**src/rtl/crc32_eth_byte.sv**
```systemverilog
// Byte-serial Ethernet CRC-32 (reflected, poly 0xEDB88320) accumulator; 9-edge accept-to-done latency (2 with CRC_PARALLEL_EN).
// No backpressure: start is sampled only in IDLE, one done pulse per accepted byte; running CRC re-seeded only by rst.
module crc32_eth_byte #(
    parameter int                  DATA_WIDTH = 8,
    parameter int                  CRC_WIDTH  = 32,
    parameter logic [CRC_WIDTH-1:0] POLY      = 32'hEDB88320,
    parameter logic [CRC_WIDTH-1:0] INIT      = 32'hFFFFFFFF
) (
    input  logic                  clk,
    input  logic                  rst,
    input  logic                  start,
    input  logic [DATA_WIDTH-1:0] DataIn,
    output logic [CRC_WIDTH-1:0]  CRCOut,
    output logic                  done
);

    typedef enum logic [1:0] {IDLE, SHIFT, DONE} state_t;

    state_t                  state_q, state_d;
    logic [CRC_WIDTH-1:0]    crc_q, crc_d;
    logic [CRC_WIDTH-1:0]    crc_out_q, crc_out_d;
    logic [DATA_WIDTH-1:0]   byte_q, byte_d;
    logic [2:0]              cnt_q, cnt_d;
    logic                    done_q, done_d;

    function automatic logic [CRC_WIDTH-1:0] crc_bit(input logic [CRC_WIDTH-1:0] c, input logic b);
        logic fb;
        fb = c[0] ^ b;
        return (c >> 1) ^ (fb ? POLY : '0);
    endfunction

`ifdef CRC_PARALLEL_EN
    // Unrolled form of the same LSB-first bit step, so both builds produce identical CRCs.
    function automatic logic [CRC_WIDTH-1:0] crc_byte(input logic [CRC_WIDTH-1:0] c,
                                                      input logic [DATA_WIDTH-1:0] d);
        logic [CRC_WIDTH-1:0] r;
        r = c;
        for (int i = 0; i < DATA_WIDTH; i++) begin
            r = crc_bit(r, d[i]);
        end
        return r;
    endfunction
`endif

    always_comb begin
        state_d   = state_q;
        crc_d     = crc_q;
        crc_out_d = crc_out_q;
        byte_d    = byte_q;
        cnt_d     = cnt_q;
        done_d    = 1'b0;
        case (state_q)
            IDLE: begin
                if (start) begin
                    byte_d  = DataIn;
                    cnt_d   = 3'd0;
                    state_d = SHIFT;
                end
            end
            SHIFT: begin
`ifdef CRC_PARALLEL_EN
                crc_d     = crc_byte(crc_q, byte_q);
                crc_out_d = ~crc_d;
                done_d    = 1'b1;
                state_d   = DONE;
`else
                crc_d  = crc_bit(crc_q, byte_q[0]);
                byte_d = byte_q >> 1;
                cnt_d  = cnt_q + 3'd1;
                if (cnt_q == 3'd7) begin
                    crc_out_d = ~crc_d;
                    done_d    = 1'b1;
                    state_d   = DONE;
                end
`endif
            end
            DONE: begin
                state_d = IDLE;
            end
            default: begin
                state_d = IDLE;
            end
        endcase
    end

    always_ff @(posedge clk) begin
        if (rst) begin
            state_q   <= IDLE;
            crc_q     <= INIT;
            crc_out_q <= ~INIT;
            byte_q    <= '0;
            cnt_q     <= 3'd0;
            done_q    <= 1'b0;
        end else begin
            state_q   <= state_d;
            crc_q     <= crc_d;
            crc_out_q <= crc_out_d;
            byte_q    <= byte_d;
            cnt_q     <= cnt_d;
            done_q    <= done_d;
        end
    end

    assign CRCOut = crc_out_q;
    assign done   = done_q;

endmodule

```
**config.mk**
```make
export PLATFORM = sky130hd
export DESIGN_NAME = crc32_eth_byte
export DESIGN_NICKNAME = d
export VERILOG_FILES = /design/src/rtl/crc32_eth_byte.sv
export SDC_FILE = /design/constraint.sdc
export NUM_CORES = 1
export LEC_CHECK = 0
export CELL_PAD_IN_SITES_DETAIL_PLACEMENT = 0
export CELL_PAD_IN_SITES_GLOBAL_PLACEMENT = 1
export CORE_MARGIN = 10
export CORE_UTILIZATION = 41
export DETAILED_ROUTE_END_ITERATION = 10
export PLACE_DENSITY_LB_ADDON = 0.1
export SETUP_SLACK_MARGIN = 0.02
export SLEW_MARGIN = 10
export SYNTH_ARGS = -nofsm -noshare
export SYNTH_HDL_FRONTEND = slang
export SYNTH_SLANG_ARGS = --single-unit
```
**constraint.sdc**
```tcl
create_clock -name clk -period 1.75 [get_ports clk]
set_input_delay 0.35 -clock clk [delete_from_list [all_inputs] [get_ports clk]]
set_output_delay 0.35 -clock clk [all_outputs]
set_load 0.01 [all_outputs]
```
==> results.txt <==
----------------------------------------------------
[Clock tree]
  Clock sink count ... 78
  # resized after CTS ... 0
  Post-CTS Setup Repair Bufs ... 0
  Clock buffers created by TritonCTS ... 9
  Clock latency reported for the late side of the worst-skew pair ... 0.34 ns
  Maximum buffer depth of the clock tree ... 2
  CTS root buf ... sky130_fd_sc_hd__clkbuf_8
  Clock transition time at the flip-flop clock pins of the worst setup and hold paths ... 0.08 ns
  Clock tree from TritonCTS ... built
  CTS Hold Buffers Added ... 0
  Number of levels in the clock H-tree ... 3

[STA]
  Tightest hold margin ... 0.395 ns
  Max transition margin ... 76.5%
  Fin Clk Skew ... 0.00829 ns
  Post-layout minimum cycle time ... 1.60 ns
  Final Slew Violations ... 0
  Achievable frequency ... 623 MHz
  Sum of negative setup slack ... 0 ns
  Worst Max-Slew Pin Slew ... 0.353 ns
  Number of setup violations in the final report ... 0
  Final hold violation count ... 0
  RSZ-0062 raised after global routing ... false
  Final Cycle Share ... 91.7%

[Synth]
  Fraction of synthesized cell area taken by the top area cell type ... 49.4%
  Dominant cell type by area after synthesis ... sky130_fd_sc_hd__dfxtp_1
  Mux share of post-synthesis cell area ... 2.53%
  Mean area per synthesized cell ... 9.69 um2
  Simple-gate share of the synthesized area ... 18.7%
  Seq cells post-synth ... 78
  Number of instances in the synthesized netlist ... 326
  Compound-cell area share of the yosys netlist ... 17.4%
  Xor-xnor portion of the synthesized cell area ... 6.38%
  Synth Warn # ... 0
  Combined area of all synthesized cells ... 3160 um2
  Sequential element share of the synthesized area ... 49.4%
  Fraction of the mapped netlist area in adder cells ... 0.792%
  Nets in the synthesized netlist ... 339
  Dominant combinational cell family by area after synthesis ... simple AND/OR/NAND/NOR gates
  Synth unique cells ... 28
  Cells taking the most area after synthesis ... sky130_fd_sc_hd__dfxtp_1 49%, sky130_fd_sc_hd__nand2_1 6.5%, sky130_fd_sc_hd__a21oi_1 4.9%

[Layout]
  Relative area change from synthesis to final layout ... 25.1%
  Leading cell type in the layout, fill and taps excluded ... sky130_fd_sc_hd__dfxtp_1
  Layout cells sized above 1 ... 17.0%
  Post-route cell area ... 3950 um2
  Commonest cells after routing, fill and taps aside ... 78 x sky130_fd_sc_hd__dfxtp_1, 55 x sky130_fd_sc_hd__nand2_1, 42 x sky130_fd_sc_hd__clkdlybuf4s50_1
  Inserted Diodes ... 0
  Count of nets after finishing ... 378

[Job]
  Reported max-cap violation count ... 0

[Detailed routing]
  Via density ... 4.87
  Detailed Route Iter0 Violations ... 41
  DRT Wirelength ... 6320 um
  Detailed-routing iteration count for the pre-antenna-repair pass ... 4
  Final routed wire length divided by cell count ... 13.5 um
  Remaining antenna violation count after routing ... 0
  Final routed DRC violation total ... 0
  Total number of vias ... 2282

[Worst hold path]
  Number of instances on the worst hold path ... 2
  Class of the tightest hold or removal check ... primary input to flop
  Capture endpoint of the worst hold path ... CRCOut[16]
  Worst min-delay path startpoint ... rst

[Setup path]
  Reg-to-reg startpoint ... cnt_q[0]
  Data arrival at the endpoint of the critical path ... 1.25 ns
  Critical path's top delay family ... buffers and inverters
  Required time of the critical path ... 1.40 ns
  Slowest-stage cell, CP ... sky130_fd_sc_hd__clkdlybuf4s50_1
  Largest stage delay on the critical path ... 0.56 ns
  Critical path startpoint category ... flop
  Worst r2r path cells ... 6
  Endpoint of the most critical register-to-register path ... CRCOut[15]
  Critical path, cell by cell ... clkdlybuf4s50_1
  Number of buffer and inverter instances along the worst setup path ... 1
  Max Fanout on Critical Path ... 2
  Worst setup slack for register-to-register paths ... 0.22 ns
  Worst Path Class, Setup ... flop to output port
  Endpoint kind of the worst setup timing path ... output port

[Floorplanning]
  Count of pins on the block boundary ... 44
  Floorplan row count ... 31
  Full die area ... 11600 um2
  Initial core utilization ... 42.9%
  Core Region ... 7370 um2
  Die height ... 108 um
  Die outline width ... 108 um

[Power and ir drop]
  Worst vdd rail ir drop ... 0.466 mV
  Leak pwr ... 1.50 nW
  Total power of the final layout ... 0.00387 W
  Power density relative to cell area ... 979 nW/um2

[Global routing]
  GRT Total Usage ... 11.5%
  Maximum number of pins on one net before global-route repair ... 34
  Global-route wire length before repair ... 10800 um
  Gr ovfl total ... 0
  Number of global-route vias before repair ... 2252
  Antenna violations before repair ... 0

[Place]
  Port Buffer Count ... 43
  Final estimated routing congestion in global placement ... 0.667
  Dpl hpwl ... 4240 um
  Post-place instance area ... 3720 um2

[Status]
  Status ... complete, no violations

----------------------------------------------------
## Yosys cell counts
cell	number
sky130_fd_sc_hd__and3b_1	1
sky130_fd_sc_hd__nor2b_1	1
sky130_fd_sc_hd__nand2_1	55
sky130_fd_sc_hd__buf_2	11
sky130_fd_sc_hd__buf_12	1
sky130_fd_sc_hd__a211o_1	1
sky130_fd_sc_hd__a21bo_2	12
sky130_fd_sc_hd__a21oi_1	31
sky130_fd_sc_hd__mux2i_1	8
sky130_fd_sc_hd__buf_6	2
sky130_fd_sc_hd__nor3_1	1
sky130_fd_sc_hd__xnor2_2	8
sky130_fd_sc_hd__o21ba_2	1
sky130_fd_sc_hd__a32oi_1	1
sky130_fd_sc_hd__xnor2_1	5
sky130_fd_sc_hd__a211oi_1	12
sky130_fd_sc_hd__o21bai_1	1
sky130_fd_sc_hd__nand2b_1	18
sky130_fd_sc_hd__ha_1	2
sky130_fd_sc_hd__nand3b_1	19
sky130_fd_sc_hd__a22oi_1	2
sky130_fd_sc_hd__nor2_1	29
sky130_fd_sc_hd__a211oi_2	10
sky130_fd_sc_hd__dfxtp_1	78
sky130_fd_sc_hd__clkbuf_1	13
sky130_fd_sc_hd__inv_1	1
sky130_fd_sc_hd__xnor2_4	1
sky130_fd_sc_hd__a21bo_1	1
## power breakdown
part           switching, W  leakage, nW  total (W)  internal (W)
logic              0.000225        0.750   0.000464      0.000239
registers         0.0000643        0.639    0.00192       0.00186
clock network      0.000647        0.108    0.00148      0.000837
## worst max-delay path by stage
stage / from / to / cells past startpoint
2_1_floorplan: cnt_q[0] / CRCOut[19] / 7
3_3_place_gp: start / byte_q[6] / 4
3_5_place_dp: start / byte_q[3] / 4
4_1_cts: CRCOut[9] / CRCOut[9] / 1
5_1_grt: cnt_q[0] / CRCOut[29] / 6
6_report: CRCOut[5] / CRCOut[5] / 1
## registers in the layout, indices dropped and copies added, names as in the netlist
signal	count
cnt_q	3
state_q	2
byte_q	8
done	1
CRCOut	32
crc_q	32
## stage by stage
| stage | setup slack, ns | cells | utilization (%) |
|---|---|---|---|
| 4_1_cts | 0.108 | 468 | 53.5 |
| 3_3_place_gp | 0.188 | 452 | 50.5 |
| 6_report | 0.145 | 469 | 53.7 |
| 2_1_floorplan | 0.238 | 326 | - |
| 5_1_grt | 0.0476 | 469 | 53.7 |
| 3_5_place_dp | 0.146 | 452 | 50.5 |
## per-layer routing
metal  vias up  global-route usage [%]  wire (um)
met2        43                    18.7       3020
met4         0                    5.15         93
li1       1168                       -          -
met5         -                       0          0
met1      1062                    13.0       2810
met3         9                    4.31        396
## cell type report
cell class / count / area, um2
flip-flops and latches: 78 / 1560
well taps: 99 / 124
inverters: 1 / 3.75
repair buffers: 55 / 591
clock buffers: 10 / 138
clock inverters: 6 / 85.1
multi-input cells: 220 / 1450
fillers: 697 / 3420
## logic make-up after synthesis
logic type | after synthesis
AND/OR/NAND/NOR | 124
adder cells (fa/ha/maj) | 2
multiplexers | 8
buffers and inverters | 28
XOR/XNOR | 14
AO/OA/AOI/OAI | 72
flip-flops | 78
(Power assumes the default switching activity.)
==> RTL edit, RTL diff (config.mk and constraints unchanged) <==
Put one more register stage on the output `CRCOut`, cleared by the reset. The value now appears one clock later. The other outputs are not delayed to match.
--- a/src/rtl/crc32_eth_byte.sv
+++ b/src/rtl/crc32_eth_byte.sv
@@ -103,3 +103,9 @@
 
-    assign CRCOut = crc_out_q;
+    always_ff @(posedge clk) begin
+        if (rst) begin
+            CRCOut <= '0;
+        end else begin
+            CRCOut <= crc_out_q;
+        end
+    end
     assign done   = done_q;
Formal check against the unedited RTL: not equivalent (Yosys sat finds a counterexample within 10 cycles, from zero or initial values and one cycle with rst high).
==> RTL edit against the original RTL <==
Synthesized area rose by 22%. Worst setup slack improved by 25 ps. Routed wire length rose by 8.8%. Largest power group unchanged. Cell area rose by 17%. Die area rose by 17%. Via count rose by 6.8%. Critical path type unchanged. Sequential cell count rose by 32. Total power rose by 23%.
==> RTL edit: results (changes against the original RTL) <==
[clock_network]
insertion_delay_ps = 360  ; +20 ps
path_clk_slew_ps = 110  ; +30 ps
htree_levels = 3  ; unchanged

[sta]
relSlewSlack = 0.775  ; +0.0105
skew_ps = 13.5  ; +5.22 ps

[placed_design]
place.gp.congestion = 0.733  ; +10%
hpwl_um = 4510  ; +6.3%
place_worst_setup_slack_ps = 177  ; +30.9 ps

[detailed_routing]
drtIter0Drc = 120  ; +190%
drt_pass1_iterations = 5  ; +1
wl_um = 6870  ; +8.8%
via_count = 2438  ; +6.8%

[pwr]
pwr_density_cell_nw_per_um2 = 1030  ; +5.0%
power_leakage_uw = 0.00179  ; +20%
p_seq_uw = 2650  ; +38%
peakVddDrop_mv = 0.477  ; +2.4%
p_comb_frac = 0.083  ; -0.037
p_int_uw = 3660  ; +25%

[critical_path]
r2r-start = cnt_q[0]
crit_start = CRCOut[25]
max_stage_delay_ps = 540  ; -20 ps
crit_path_max_fanout = 1  ; -1

[final_layout]
fill_cells = 857  ; +23%
drive_above_1_share = 0.143  ; -0.0271
layout.nets = 406  ; +7.4%

[synthesis]
netlist_top_cells_area = dfxtp_1 57%, nor2b_1 5.4%, a211oi_1 4.1%
synth_common_cells = 110 x dfxtp_1, 36 x nand2_1, 33 x nor2b_1
synth-seq-area-share = 0.573  ; +0.0787
syn-num-nets = 366  ; +8.0%
synth.distinct_cells = 29  ; +3.6%

[grt]
grt_pass1_wl_um = 11300  ; +5.2%
track_usage = 0.104  ; -0.0111
grt_pass1_vias = 2290  ; +1.7%
grt_start_max_net_pins = 55  ; +62%

[run_status]
status = finished, final reports clean

[RTL edit: final timing paths]
path / to / slack (ps) / cells after the start
min reg2reg: crc_out_q[2] / 460 / 1
min: crc_out_q[15] / 300 / 2
max reg2reg: crc_out_q[10] / 280 / 6
max: CRCOut[25] / 170 / 1
[RTL edit: worst register-to-register path, stage by stage (launching register included)]
cell,delay (ps)
dfxtp_1,360
ha_1,160
ha_1,150
inv_1,100
nor3_4,200
buf_4,250
a2bb2oi_1,200
[RTL edit: layout make-up]
class,count,share of cell area
Sequential cell,110,0.476
Multi-Input combinational cell,215,0.324
Timing Repair Buffer,56,0.119
Clock buffer,11,0.0328
Tap cell,111,0.0300
Clock inverter,5,0.0176
Inverter,1,0.000812
[RTL edit: routing by layer]
metal	GRT usage	up-vias	part of all wire
met2	0.155	44	0.44
met1	0.137	1103	0.49
met4	0.0519	0	0.019
met3	0.0250	11	0.053
met5	0	-	0
li1	-	1280	-
[RTL edit: through the flow]
stage | util | std cells | hold slack (ps) | instance area [µm²]
after global placement | 0.477 | 493 | 448 | 4390
final | 0.503 | 509 | 298 | 4620
after global routing | 0.503 | 509 | 314 | 4620
after CTS | 0.503 | 509 | 293 | 4620
after detailed placement | 0.477 | 493 | 454 | 4390
after floorplan | - | 353 | 433 | 3840
[RTL edit: cell families after synthesis]
group	count (synthesis)	share of synthesized area
and+or+nand+nor	119	0.161
DFF	110	0.573
AOI/OAI and AO/OA	71	0.160
buffers and inverters	28	0.0387
xor gates and xnor gates	14	0.0368
muxes	9	0.0234
adders and majority gates	2	0.00651
